## src/rtl/uart_tx_param.sv

```systemverilog
// -----------------------------------------------------------------------------
// uart_tx_param
//   Parametrised, double-buffered UART transmitter. A one-entry holding
//   register lets the producer queue the next word while the current frame
//   shifts out, so consecutive frames leave with no idle gap.
//
// Parameters
//   DATA_BITS    : data bits per frame (5..9), sent LSB first
//   PARITY_MODE  : 0 = none, 1 = even, 2 = odd
//   STOP_BITS    : stop bits per frame (1 or 2)
//   CLKS_PER_BIT : clk cycles per serial bit (>= 2)
//
// Ports
//   clk        : system clock, rising edge
//   reset      : asynchronous active-low reset
//   tx_enable  : 0 blocks new frames; a frame in flight completes
//   data_valid : producer offers data_in this cycle
//   data_in    : word to transmit
//   tx_ready   : holding register empty (transfer on data_valid & tx_ready)
//   serial_out : line output, idles high
//   busy       : high while a frame is on the line
//   tx_done    : one-cycle pulse in the final cycle of the last stop bit
// -----------------------------------------------------------------------------
module uart_tx_param #(
    parameter int DATA_BITS    = 8,
    parameter int PARITY_MODE  = 0,
    parameter int STOP_BITS    = 1,
    parameter int CLKS_PER_BIT = 16
) (
    input  logic                 clk,
    input  logic                 reset,
    input  logic                 tx_enable,
    input  logic                 data_valid,
    input  logic [DATA_BITS-1:0] data_in,
    output logic                 tx_ready,
    output logic                 serial_out,
    output logic                 busy,
    output logic                 tx_done
);

    // Reject illegal configurations at elaboration time.
    generate
        if (DATA_BITS < 5 || DATA_BITS > 9) begin : g_bad_data_bits
            $error("uart_tx_param: DATA_BITS must be in 5..9");
        end
        if (PARITY_MODE < 0 || PARITY_MODE > 2) begin : g_bad_parity_mode
            $error("uart_tx_param: PARITY_MODE must be 0, 1 or 2");
        end
        if (STOP_BITS < 1 || STOP_BITS > 2) begin : g_bad_stop_bits
            $error("uart_tx_param: STOP_BITS must be 1 or 2");
        end
        if (CLKS_PER_BIT < 2) begin : g_bad_clks_per_bit
            $error("uart_tx_param: CLKS_PER_BIT must be >= 2");
        end
    endgenerate

    localparam int BAUD_W = (CLKS_PER_BIT > 2) ? $clog2(CLKS_PER_BIT) : 1;
    localparam int BIT_W  = $clog2(DATA_BITS + 1);

    localparam logic [BAUD_W-1:0] BAUD_LAST  = BAUD_W'(CLKS_PER_BIT - 1);
    localparam logic [BIT_W-1:0]  DATA_LAST  = BIT_W'(DATA_BITS - 1);
    localparam logic [BIT_W-1:0]  STOP_LAST  = BIT_W'(STOP_BITS - 1);
    localparam logic              HAS_PARITY = (PARITY_MODE != 0);
    localparam logic              ODD_PARITY = (PARITY_MODE == 2);

    typedef enum logic [2:0] {
        ST_IDLE,
        ST_START,
        ST_DATA,
        ST_PARITY,
        ST_STOP
    } state_t;

    state_t               state_reg, state_next;
    logic [BAUD_W-1:0]    baud_cnt_reg, baud_cnt_next;
    logic [BIT_W-1:0]     bit_cnt_reg, bit_cnt_next;
    logic [DATA_BITS-1:0] shift_reg, shift_next;
    logic                 parity_reg, parity_next;
    logic [DATA_BITS-1:0] hold_data_reg, hold_data_next;
    logic                 hold_full_reg, hold_full_next;

    logic                 accept;
    logic                 bit_end;
    logic                 launch_hold;
    logic                 launch_direct;
    logic [DATA_BITS-1:0] load_data;

    assign accept    = data_valid && !hold_full_reg;
    assign bit_end   = (baud_cnt_reg == BAUD_LAST);
    // A queued word always has priority over the input port; the two can
    // never launch together because accept requires an empty holding register.
    assign load_data = launch_hold ? hold_data_reg : data_in;

    always_comb begin
        state_next     = state_reg;
        baud_cnt_next  = baud_cnt_reg;
        bit_cnt_next   = bit_cnt_reg;
        shift_next     = shift_reg;
        parity_next    = parity_reg;
        hold_data_next = hold_data_reg;
        hold_full_next = hold_full_reg;
        launch_hold    = 1'b0;
        launch_direct  = 1'b0;
        serial_out     = 1'b1;
        tx_done        = 1'b0;

        // Baud counter free-runs inside a frame and wraps at every bit boundary.
        if (state_reg != ST_IDLE) begin
            baud_cnt_next = bit_end ? '0 : baud_cnt_reg + 1'b1;
        end

        case (state_reg)
            ST_IDLE: begin
                if (tx_enable && hold_full_reg) begin
                    launch_hold = 1'b1;
                end else if (tx_enable && accept) begin
                    launch_direct = 1'b1;
                end
            end
            ST_START: begin
                serial_out = 1'b0;
                if (bit_end) begin
                    state_next   = ST_DATA;
                    bit_cnt_next = '0;
                end
            end
            ST_DATA: begin
                serial_out = shift_reg[0];
                if (bit_end) begin
                    shift_next = shift_reg >> 1;
                    if (bit_cnt_reg == DATA_LAST) begin
                        bit_cnt_next = '0;
                        state_next   = HAS_PARITY ? ST_PARITY : ST_STOP;
                    end else begin
                        bit_cnt_next = bit_cnt_reg + 1'b1;
                    end
                end
            end
            ST_PARITY: begin
                serial_out = parity_reg;
                if (bit_end) begin
                    state_next   = ST_STOP;
                    bit_cnt_next = '0;
                end
            end
            ST_STOP: begin
                serial_out = 1'b1;
                if (bit_end) begin
                    if (bit_cnt_reg == STOP_LAST) begin
                        tx_done = 1'b1;
                        if (tx_enable && hold_full_reg) begin
                            launch_hold = 1'b1;
                        end else begin
                            state_next = ST_IDLE;
                        end
                    end else begin
                        bit_cnt_next = bit_cnt_reg + 1'b1;
                    end
                end
            end
            default: begin
                state_next = ST_IDLE;
            end
        endcase

        // Anything accepted that is not launched straight from IDLE is parked
        // in the holding register, including a word arriving on the edge
        // where STOP decides to return to IDLE.
        if (accept && !launch_direct) begin
            hold_data_next = data_in;
            hold_full_next = 1'b1;
        end

        if (launch_hold) begin
            hold_full_next = 1'b0;
        end

        // Parity is frozen at load time so the shift register can be consumed.
        if (launch_hold || launch_direct) begin
            shift_next    = load_data;
            parity_next   = (^load_data) ^ ODD_PARITY;
            state_next    = ST_START;
            baud_cnt_next = '0;
            bit_cnt_next  = '0;
        end
    end

    always_ff @(posedge clk or negedge reset) begin
        if (!reset) begin
            state_reg     <= ST_IDLE;
            baud_cnt_reg  <= '0;
            bit_cnt_reg   <= '0;
            shift_reg     <= '0;
            parity_reg    <= 1'b0;
            hold_data_reg <= '0;
            hold_full_reg <= 1'b0;
        end else begin
            state_reg     <= state_next;
            baud_cnt_reg  <= baud_cnt_next;
            bit_cnt_reg   <= bit_cnt_next;
            shift_reg     <= shift_next;
            parity_reg    <= parity_next;
            hold_data_reg <= hold_data_next;
            hold_full_reg <= hold_full_next;
        end
    end

    assign busy     = (state_reg != ST_IDLE);
    assign tx_ready = !hold_full_reg;

endmodule

```

## config.mk

```make
export PLATFORM = sky130hd
export DESIGN_NAME = uart_tx_param
export DESIGN_NICKNAME = d
export VERILOG_FILES = /design/src/rtl/uart_tx_param.sv
export SDC_FILE = /design/constraint.sdc
export NUM_CORES = 1
export LEC_CHECK = 0
export ABC_AREA = 1
export BUFFER_PORTS_ARGS = -buffer_cell sky130_fd_sc_hd__buf_2
export CAP_MARGIN = 5
export CORE_ASPECT_RATIO = 0.5
export CORE_UTILIZATION = 59
export DETAILED_ROUTE_END_ITERATION = 8
export GPL_TIMING_DRIVEN = 0
export PLACE_DENSITY = 0.79
export SLEW_MARGIN = 20
export SYNTH_ARGS = -nofsm -noshare
export SYNTH_HDL_FRONTEND = slang
export SYNTH_SLANG_ARGS = --single-unit
```

## constraint.sdc

```tcl
create_clock -name clk -period 2.5 [get_ports clk]
set_input_delay 0.625 -clock clk [delete_from_list [all_inputs] [get_ports clk]]
set_output_delay 0.625 -clock clk [all_outputs]
set_load 0.01 [all_outputs]
```

==> impl_metrics.env <==
export IMPL_drive_gt1_share_pct=20.9
export IMPL_drcViolationCount=0
export IMPL_detail_route_vias_per_cell=5.36
export IMPL_endpoint_kind="output port"
export IMPL_rsz0062_at_grt="no"
export IMPL_yosys_register_bits=29
export IMPL_main_combinational_cell_family_by_area_after_synthesis="simple AND/OR/NAND/NOR gates"
export IMPL_fin_total_pwr_uw=2420
export IMPL_timing_critical_path_fanout_max=5
export IMPL_die_width_um=83.4
export IMPL_nets=311
export IMPL_core_area_mm2=0.00308
export IMPL_global_route_wire_length_before_repair_um=7600
export IMPL_yosysWarnings=0
export IMPL_drt_wirelength_per_cell_um=13.0
export IMPL_cts_htree_levels=2
export IMPL_synthFlopType="sky130_fd_sc_hd__dfrtp_1"
export IMPL_cts_hold_buffers=0
export IMPL_drt_wl_total_um=4390
export IMPL_share_of_the_cycle_needed_by_the_critical_path_after_routing_pct=89.0
export IMPL_crit_arrival_ps=1600
export IMPL_placement_row_count=14
export IMPL_route_vias_total=1806
export IMPL_post_cts_setup_buffers=0
export IMPL_fraction_of_post_synthesis_cell_area_in_the_top_cell_type_by_area_pct=37.1
export IMPL_ranking_of_synthesized_cells_by_area="sky130_fd_sc_hd__dfrtp_1 37%, sky130_fd_sc_hd__nand2_1 16%, sky130_fd_sc_hd__inv_1 6.3%, sky130_fd_sc_hd__nand3_1 5.6%, sky130_fd_sc_hd__nand2_2 5.4%"
export IMPL_areaGrowthSynthToFinish_pct=11.6
export IMPL_synthSimpleGateAreaFrac_pct=37.7
export IMPL_clock_sink_count=29
export IMPL_slew_headroom_pct=55.4
export IMPL_synth_mux_area_share_pct=0
export IMPL_synth_fp_nets=289
export IMPL_post_synth_num_cell_types=35
export IMPL_worst_setup_path_start_kind="register"
export IMPL_slew_violations=0
export IMPL_proportion_of_synthesized_flip_flops_having_asynchronous_set_or_reset_pct=100
export IMPL_compound_gate_portion_of_the_synthesized_area_pct=11.4
export IMPL_worstReg2RegEnd="parity_reg"
export IMPL_synth_edff_count=0
export IMPL_dpl_hpwl_um=3210
export IMPL_buffer_ports_inserted=15
export IMPL_post_synth_xor_area_fraction_pct=0.895
export IMPL_clock_skew_ps=2.24
export IMPL_maxCapViolations=0
export IMPL_post_synth_fa_ha_maj_area_fraction_pct=1.92
export IMPL_rrSetupSlack_ps=380
export IMPL_power_density_mw_per_mm2=1110
export IMPL_numCtsBuffers=5
export IMPL_syn_area_per_cell_um2=7.14
export IMPL_drt_pre_antenna_iters=4
export IMPL_hold_violations=0
export IMPL_multi_input_area_mm2=0.00101
export IMPL_period_minus_slack_ps=2220
export IMPL_die_extent_in_y_um=42.7
export IMPL_final_setup_viol_count=0
export IMPL_cp_data_required_time_ps=1880
export IMPL_reg2reg_depth=14
export IMPL_number_of_antenna_violations_at_the_first_check_in_global_routing=0
export IMPL_largest_net_degree_at_the_start_of_global_routing=30
export IMPL_worstHoldPathType="in2async"
export IMPL_worst_ir_drop_vdd_mv=0.650
export IMPL_max_slew_worst_pin_slew_ps=669
export IMPL_fillerInstances=265
export IMPL_cts_root_buffer="sky130_fd_sc_hd__clkbuf_8"
export IMPL_setup_tns_ps=0
export IMPL_grt_overflow_total=0
export IMPL_timing_setup_critical_path_class="reg2out"
export IMPL_ant_nets=0
export IMPL_max_freq_ghz=0.449
export IMPL_netlist_top_cells_count="84 x sky130_fd_sc_hd__nand2_1, 33 x sky130_fd_sc_hd__inv_1, 29 x sky130_fd_sc_hd__dfrtp_1, 22 x sky130_fd_sc_hd__nand3_1, 19 x sky130_fd_sc_hd__o21ai_0"
export IMPL_floorplan_initialDensity_pct=63.5
export IMPL_die_area_mm2=0.00357
export IMPL_grtUsageTotal_pct=28.0
export IMPL_layout_area_seq_um2=726
export IMPL_clock_insertion_delay_worst_skew_ps=290
export IMPL_run_status="finished clean"
export IMPL_cts_max_path_buffers=2
export IMPL_yosysTopAreaCell="sky130_fd_sc_hd__dfrtp_1"
export IMPL_boundaryPins=16
export IMPL_initialDrtViolationCount=97
export IMPL_netlist_area_mm2=0.00196
export IMPL_worstReg2RegStart="baud_cnt_reg[0]"
export IMPL_portion_of_the_post_synthesis_area_used_by_sequential_elements_pct=37.1
export IMPL_gp_congestion=0.852
export IMPL_antennaDiodeCount=0
export IMPL_tritoncts="done"
export IMPL_post_cts_resized=0
export IMPL_synthMostInstantiatedCell="sky130_fd_sc_hd__nand2_1"
export IMPL_cts_clk_slew_worst_paths_ps=60
export IMPL_final_util_pct=70.8
export IMPL_syn_inst=274
export IMPL_p_leak_uw=0.00118
export IMPL_grt_pass1_vias=1733
placed cells by master (no fill, tap or decap), drive strengths merged:
| cell type | instances |
|---|---|
| xnor2 | 1 |
| buf | 21 |
| clkinv | 1 |
| o22ai | 2 |
| nor3 | 1 |
| o21ai | 21 |
| nand2 | 103 |
| a21oi | 5 |
| dfrtp | 29 |
| inv | 38 |
| xor2 | 1 |
| a31oi | 7 |
| a41oi | 1 |
| o2111ai | 1 |
| o31ai | 1 |
| clkbuf | 9 |
| a211oi | 1 |
| ha | 3 |
| nand4 | 3 |
| and3 | 1 |
| nor2 | 21 |
| nand3 | 26 |
per-stage QoR:
step	cell area, um2	setup WS [ps]	hold WS, ps	std cells
2_1_floorplan	1960	601	329	274
6_report	2180	275	366	337
4_1_cts	2180	276	390	337
3_3_place_gp	2080	397	490	329
3_5_place_dp	2080	360	499	329
5_1_grt	2180	191	436	337
worst max path at each step:
stage / start / to / slack [ps] / cells past startpoint
final: baud_cnt_reg[0] / tx_done / 280 / 6
after CTS: baud_cnt_reg[0] / tx_done / 280 / 6
after floorplan: baud_cnt_reg[0] / parity_reg / 600 / 16
after global routing: baud_cnt_reg[1] / tx_done / 190 / 6
after global placement: tx_enable / parity_reg / 400 / 14
after detailed placement: tx_enable / parity_reg / 360 / 14
critical path, stage by stage, from the launching register on:
cell and delay, ps:
sky130_fd_sc_hd__dfrtp_1 400, sky130_fd_sc_hd__ha_1 190, sky130_fd_sc_hd__and3_1 150, sky130_fd_sc_hd__buf_2 160, sky130_fd_sc_hd__inv_1 90, sky130_fd_sc_hd__nor3_1 150
sky130_fd_sc_hd__buf_2 170
cells by family after synthesis:
kind of cell | after synthesis
and+or+nand+nor | 155
buffers and inverters | 46
AOI/OAI and AO/OA | 39
DFF | 29
adders and majority gates | 3
xor gates and xnor gates | 2
routing by layer:
metal	share of wire [%]	wire, um	up-vias	track usage [%]
met1	48	2100	832	37.5
met2	45	1990	53	43.9
met3	5.8	255	6	7.39
li1	-	-	915	-
met4	0.98	43	0	11.2
met5	0	0	-	0
power breakdown:
group          leakage, uW  total (uW)  switching [uW]  internal (uW)
sequential        0.000356         823             151            672
combinational     0.000768        1160             738            419
clock            0.0000542         436             188            248
final cells by class:
type                    count  area share (%)
well taps                  40            2.29
clock inverters             1           0.229
repair buffers             15            3.44
multi-input cells         199            46.5
flip-flops and latches     29            33.2
clock buffers               7            4.41
plain buffers               8            3.38
inverters                  38            6.53
Power figures use the tool's default switching activity.
